<file path="src/rtl/bcd_pkg.sv">
// bcd_pkg: shared BCD digit types, constants and next-state function
package bcd_pkg;
    localparam int BCD_WIDTH = 4;
    typedef logic [BCD_WIDTH-1:0] bcd_digit_t;
    localparam bcd_digit_t BCD_MAX = 4'd9;
    localparam bcd_digit_t BCD_ZERO = 4'd0;
    // Any code at or above the terminal count (including illegal codes 10..15) returns to zero
    function automatic bcd_digit_t bcd_next(input bcd_digit_t d, input bcd_digit_t max = BCD_MAX);
        return (d >= max) ? BCD_ZERO : bcd_digit_t'(d + 4'd1);
    endfunction
endpackage

</file>
<file path="src/rtl/bcd_counter.sv">
// bcd_counter: free-running single-digit BCD up-counter, 0..MAX_COUNT then wrap
// CLK_in  - clock, rising edge
// RESET   - synchronous active-high reset, forces count to 0
// BCD_out - current count, driven straight from the register
module bcd_counter
    import bcd_pkg::*;
#(
    parameter int BCD_WIDTH = 4,
    parameter int MAX_COUNT = 9
) (
    input  logic                 CLK_in,
    input  logic                 RESET,
    output logic [BCD_WIDTH-1:0] BCD_out
);
    bcd_digit_t count;
    always_ff @(posedge CLK_in)
        count <= RESET ? BCD_ZERO : bcd_next(count, bcd_digit_t'(MAX_COUNT));
    assign BCD_out = count;
endmodule

</file>
<file path="config.mk">
export PLATFORM = sky130hd
export DESIGN_NAME = bcd_counter
export DESIGN_NICKNAME = d
export VERILOG_FILES = /design/src/rtl/bcd_pkg.sv /design/src/rtl/bcd_counter.sv
export SDC_FILE = /design/constraint.sdc
export NUM_CORES = 1
export LEC_CHECK = 0
export ABC_AREA = 1
export CAP_MARGIN = 5
export CELL_PAD_IN_SITES_DETAIL_PLACEMENT = 1
export CELL_PAD_IN_SITES_GLOBAL_PLACEMENT = 2
export CORE_AREA = 2 2 39 41
export DETAILED_ROUTE_END_ITERATION = 12
export DIE_AREA = 0 0 41 43
export PLACE_DENSITY = 0.51
export SYNTH_ARGS = -nofsm -noshare
export SYNTH_HDL_FRONTEND = slang
export SYNTH_SLANG_ARGS = --single-unit
export TNS_END_PERCENT = 100
</file>
<file path="constraint.sdc">
create_clock -name CLK_in -period 1.33 [get_ports CLK_in]
set_input_delay 0.266 -clock CLK_in [delete_from_list [all_inputs] [get_ports CLK_in]]
set_output_delay 0.266 -clock CLK_in [all_outputs]
set_load 0.01 [all_outputs]
</file>
# Yosys cells after proc, flatten, opt, wreduce, memory -nomap -nowiden
# Index checks and enable logic that the tools add are counted.
# op_classes
n_reduce_logical	1
n_addsub	1
order_cmp	1
# ops
op	count
4-bit by 1-bit adder with 4-bit output (second input constant)	1
4-bit greater-or-equal comparator (second input constant)	1
2-bit OR reduction	1
# word_totals
in_bits	2
regBits	4
word_cells	4
out_inout_bits	4

# Longest topological paths before layout
# Gate-level depths: netlist of run 1.
# depth
ltp_word	2
depth_mapped	7
depth_no_buf	7

# Worst setup path before layout of run 1
# No wires, ideal clock.
# synth_timing
path_type	register to register
start	register count[0] (netlist: BCD_out[0])
end	register count[0] (netlist: BCD_out[0])
n_path_buf	0
arrival_ns	0.913
setup_ns	0.125
period_less_slack_ns	1.038
t_required_ns	1.205
stages_incl_launch_ff	7
setup_slack_ns	0.292
path_cell_list	dfxtp_1 > inv_1 > ha_1 > nand2_1 > nand2_1 > nand2_2 > nor2_1
# synth_between
elab_chain_len	2
elab_cells_between_ends	3
cone_classes	add/sub: 1; order compare: 1; reduce/logical: 1
# synth_rtl
item	line	rtl
start: declaration	bcd_counter.sv:15	bcd_digit_t count;
start signal: assignment	bcd_counter.sv:17	count <= RESET ? BCD_ZERO : bcd_next(count, bcd_digit_t'(MAX_COUNT));
4-bit greater-or-equal comparator	bcd_pkg.sv:9	return (d >= max) ? BCD_ZERO : bcd_digit_t'(d + 4'd1);
2-bit OR reduction (no line)	--	
# Several ways; a longest one is shown, not always the timed one.
# A chain may end at the register's enable or synchronous reset.

# Worst setup path after layout of run 1
# layout_timing
start	register count[1] (netlist: BCD_out[1])
end	output BCD_out[1]
# layout_lines
item	line	rtl
end: declaration	bcd_counter.sv:13	output logic [BCD_WIDTH-1:0] BCD_out
# No word-level cell between the ends.

==> metrics.yaml, run 1 <==
clk_latency_ns: 0.23
critPathSlowestCell: "sky130_fd_sc_hd__dfxtp_1"
p_sw_uw: 81.1
crit_fanout: 5
reg2reg_setup_slack_ns: 0.27
path_buf_inv: 1
path_delay_family: "flip-flops"
max_cap_violations: 0
worst-setup-path-type: "reg2out"
port-buffer-count: 5
global_route.usage.met3_pct: 5.24
timing.final.hold_violations: 0
met2_track_demand_over_resource_in_global_routing_pct: 10.0
cts_buffers: 3
initial_utilization_pct: 14.2
worstSetupEndpointType: "output port"
post_synthesis_instance_area_um2: 196
fin_skew_ns: 0.00101
cts.path.max_buffers: 2
pin_count_of_the_biggest_net_entering_global_routing: 7
crit_start: "BCD_out[1]"
drt_first_pass_iters: 1
detail_route.drc_violations: 0
pwr-share-seq_pct: 39.8
dr_total_vias: 181
tightest_slew_ns: 0.156
fmax_mhz: 858
synth_cell_type_count: 9
worstSetupEndpoint: "BCD_out[1]"
timing.critical_path.slowest_cell_delay_ns: 0.38
met1_usage_pct: 7.07
vdd_drop_max_v: 0.000229
maxSlewHeadroom_pct: 89.6
clk_root_buffer_cell: "sky130_fd_sc_hd__clkbuf_4"
cts.htree.levels: 1
hold_path_depth: 2
gpl.final_weighted_congestion: 0.599
pwr_density_cell_nw_per_um2: 1100
grt_antenna_before_repair: 0
die_height_um: 43
synth_fp_nets: 30
layout-drive-gt1-share_pct: 19.4
synth.area.top_cells: "sky130_fd_sc_hd__dfxtp_1 (41%), sky130_fd_sc_hd__ha_1 (19%), sky130_fd_sc_hd__inv_1 (9.6%), sky130_fd_sc_hd__nor2_1 (9.6%), sky130_fd_sc_hd__nand2_1 (7.6%)"
final.min_clock_period_ns: 1.17
synth.ff_latch_count: 4
final-max-slew-violation-count: 0
fill_cells: 176
first_pass_grt_wire_length_um: 800
fp.coreArea_um2: 1380
synthDominantAreaCellType: "sky130_fd_sc_hd__dfxtp_1"
yosys_warnings: 0
routedWlPerCell_um: 7.96
post-dp-hpwl_um: 330
p_int_uw: 256
globalRoute.busiestLayer: "met2"
via_per_inst: 3.48
finish.net_count: 43
area_growth_syn_to_layout_pct: 56.1
total_setup_violations_reported_at_the_end_of_the_flow: 0
power.switching_fraction_pct: 24.0
postSynthAreaPerCell_um2: 7.86
drtIter0Drc: 0
total_power_uw: 337
placementRows: 14
worst-endpoint-arrival_ns: 0.90
pwr-share-clk_pct: 44.1
tritoncts_clock_tree: "built"
rsz0062_at_grt: "false"
seq_area_frac_synth_pct: 40.8
endpoint_of_the_most_critical_register_to_register_path: "BCD_out[0]"
cts_num_sinks: 4
postSynthCellCount: 25
fin_crit_sh_pct: 87.6
grt_util_all_layers_pct: 7.33
final_cell_mix: "sky130_fd_sc_hd__inv_1 (5), sky130_fd_sc_hd__nor2_1 (5), sky130_fd_sc_hd__dfxtp_1 (4), sky130_fd_sc_hd__nand2_1 (4), sky130_fd_sc_hd__dlygate4sd2_1 (4)"
num_io_pins: 6
critical_path_required_ns: 1.06
dieWidth_um: 41
run_status: "completed"
diodes: 0
reg2regPathDepth: 7
crit_path_cells: "dlygate4sd2_1"
route.antenna.remaining_nets: 0
setup-tns-final_ns: 0
grt-ovfl-total: 0
clk_pin_slew_worst_paths_ns: 0.04
min_path_type: "reg2reg"
power.share.combinational_pct: 16.0
routed_wirelength_um: 414
startpoint_type: "flip-flop"
number_of_global_route_vias_before_repair: 203
largest_register_ffs: 4
power_leakage_nw: 0.160
crit-reg2reg-launch: "BCD_out[1]"
fp.dieArea_um2: 1760
portion_of_synthesized_cell_area_occupied_by_the_leading_cell_type_pct: 40.8
cp.depth: 1
worst min-delay path by stage:
| stage | start | slack, ns | to |
|---|---|---|---|
| global route | BCD_out[0] | 0.60 | BCD_out[0] |
| floorplan | RESET | 0.45 | BCD_out[1] |
| finish | BCD_out[0] | 0.55 | BCD_out[0] |
| detailed placement | BCD_out[0] | 0.55 | BCD_out[0] |
| CTS | BCD_out[0] | 0.56 | BCD_out[0] |
| global placement | BCD_out[0] | 0.55 | BCD_out[0] |
cells in the mapped netlist:
| master | n |
|---|---|
| sky130_fd_sc_hd__inv_1 | 5 |
| sky130_fd_sc_hd__nor2_1 | 5 |
| sky130_fd_sc_hd__dfxtp_1 | 4 |
| sky130_fd_sc_hd__nand2_1 | 4 |
| sky130_fd_sc_hd__ha_1 | 3 |
| sky130_fd_sc_hd__nand2_2 | 1 |
| sky130_fd_sc_hd__nand3_1 | 1 |
| sky130_fd_sc_hd__nand4_1 | 1 |
| sky130_fd_sc_hd__xnor2_1 | 1 |
stage by stage:
step           cells  setup slack (ns)  utilization [%]  hold slack, ns  instance area, um^2
6_report          52             0.164             22.2           0.548                  307
3_3_place_gp      49             0.152             20.9           0.548                  289
3_5_place_dp      49             0.122             20.9           0.555                  289
5_1_grt           52             0.106             22.2           0.599                  307
2_1_floorplan     25             0.292                -           0.452                  196
4_1_cts           52             0.143             22.2           0.563                  307
what timing repair did:
item,CTS,global route
endpoints found under the setup margin,4,0
gates resized for setup,4,0
hold buffers,0,0
setup buffers,0,0
power groups by stage:
stage          sequential, mW  clock, mW  combinational [mW]
5_1_grt                 0.136      0.171              0.0628
3_3_place_gp            0.136          0              0.0617
4_1_cts                 0.135      0.161              0.0560
6_report                0.134      0.149              0.0540
2_1_floorplan           0.143          0              0.0230
3_5_place_dp            0.137          0              0.0608
layer usage:
metal | vias to the layer above | wire [um]
met5 | - | 0
met4 | 0 | 0
met3 | 0 | 32
met2 | 4 | 205
met1 | 80 | 175
li1 | 97 | -
logic make-up (layout without fill, tap and decap cells):
| group | after synthesis | after routing | synth area share, % |
|---|---|---|---|
| XOR/XNOR | 1 | 1 | 4.46 |
| adder cells (fa/ha/maj) | 3 | 3 | 19.1 |
| buffers and inverters | 5 | 16 | 9.56 |
| flip-flops | 4 | 4 | 40.8 |
| AND/OR/NAND/NOR | 12 | 12 | 26.1 |
final cells by class:
type                            instances  area [um^2]  area share (%)
Sequential cell                         4         80.1            26.1
Multi-Input combinational cell         16         97.6            31.8
Clock buffer                            3         22.5            7.35
Tap cell                               16         20.0            6.53
Inverter                                5         18.8            6.12
Timing Repair Buffer                    8         67.6            22.0
Note: power is estimated with default switching activity, not from simulation.
==> run 2: changes to the inputs <==
--- a/config.mk
+++ b/config.mk
@@ -10,6 +10,7 @@
 export CELL_PAD_IN_SITES_DETAIL_PLACEMENT = 1
 export CELL_PAD_IN_SITES_GLOBAL_PLACEMENT = 2
 export CORE_AREA = 2 2 39 41
+export CTS_CLUSTER_DIAMETER = 80
 export DETAILED_ROUTE_END_ITERATION = 12
 export DIE_AREA = 0 0 41 43
 export PLACE_DENSITY = 0.51
==> results of run 2 <==
Same layout as run 1: the final DEF is identical, and so are final timing and power.
==> run 3: changes to the inputs <==
--- a/config.mk
+++ b/config.mk
@@ -14,6 +14,7 @@
 export DETAILED_ROUTE_END_ITERATION = 12
 export DIE_AREA = 0 0 41 43
 export PLACE_DENSITY = 0.51
+export SKIP_LAST_GASP = 1
 export SYNTH_ARGS = -nofsm -noshare
 export SYNTH_HDL_FRONTEND = slang
 export SYNTH_SLANG_ARGS = --single-unit
==> results of run 3 <==
Same layout as run 1: the final DEF is identical, and so are final timing and power.
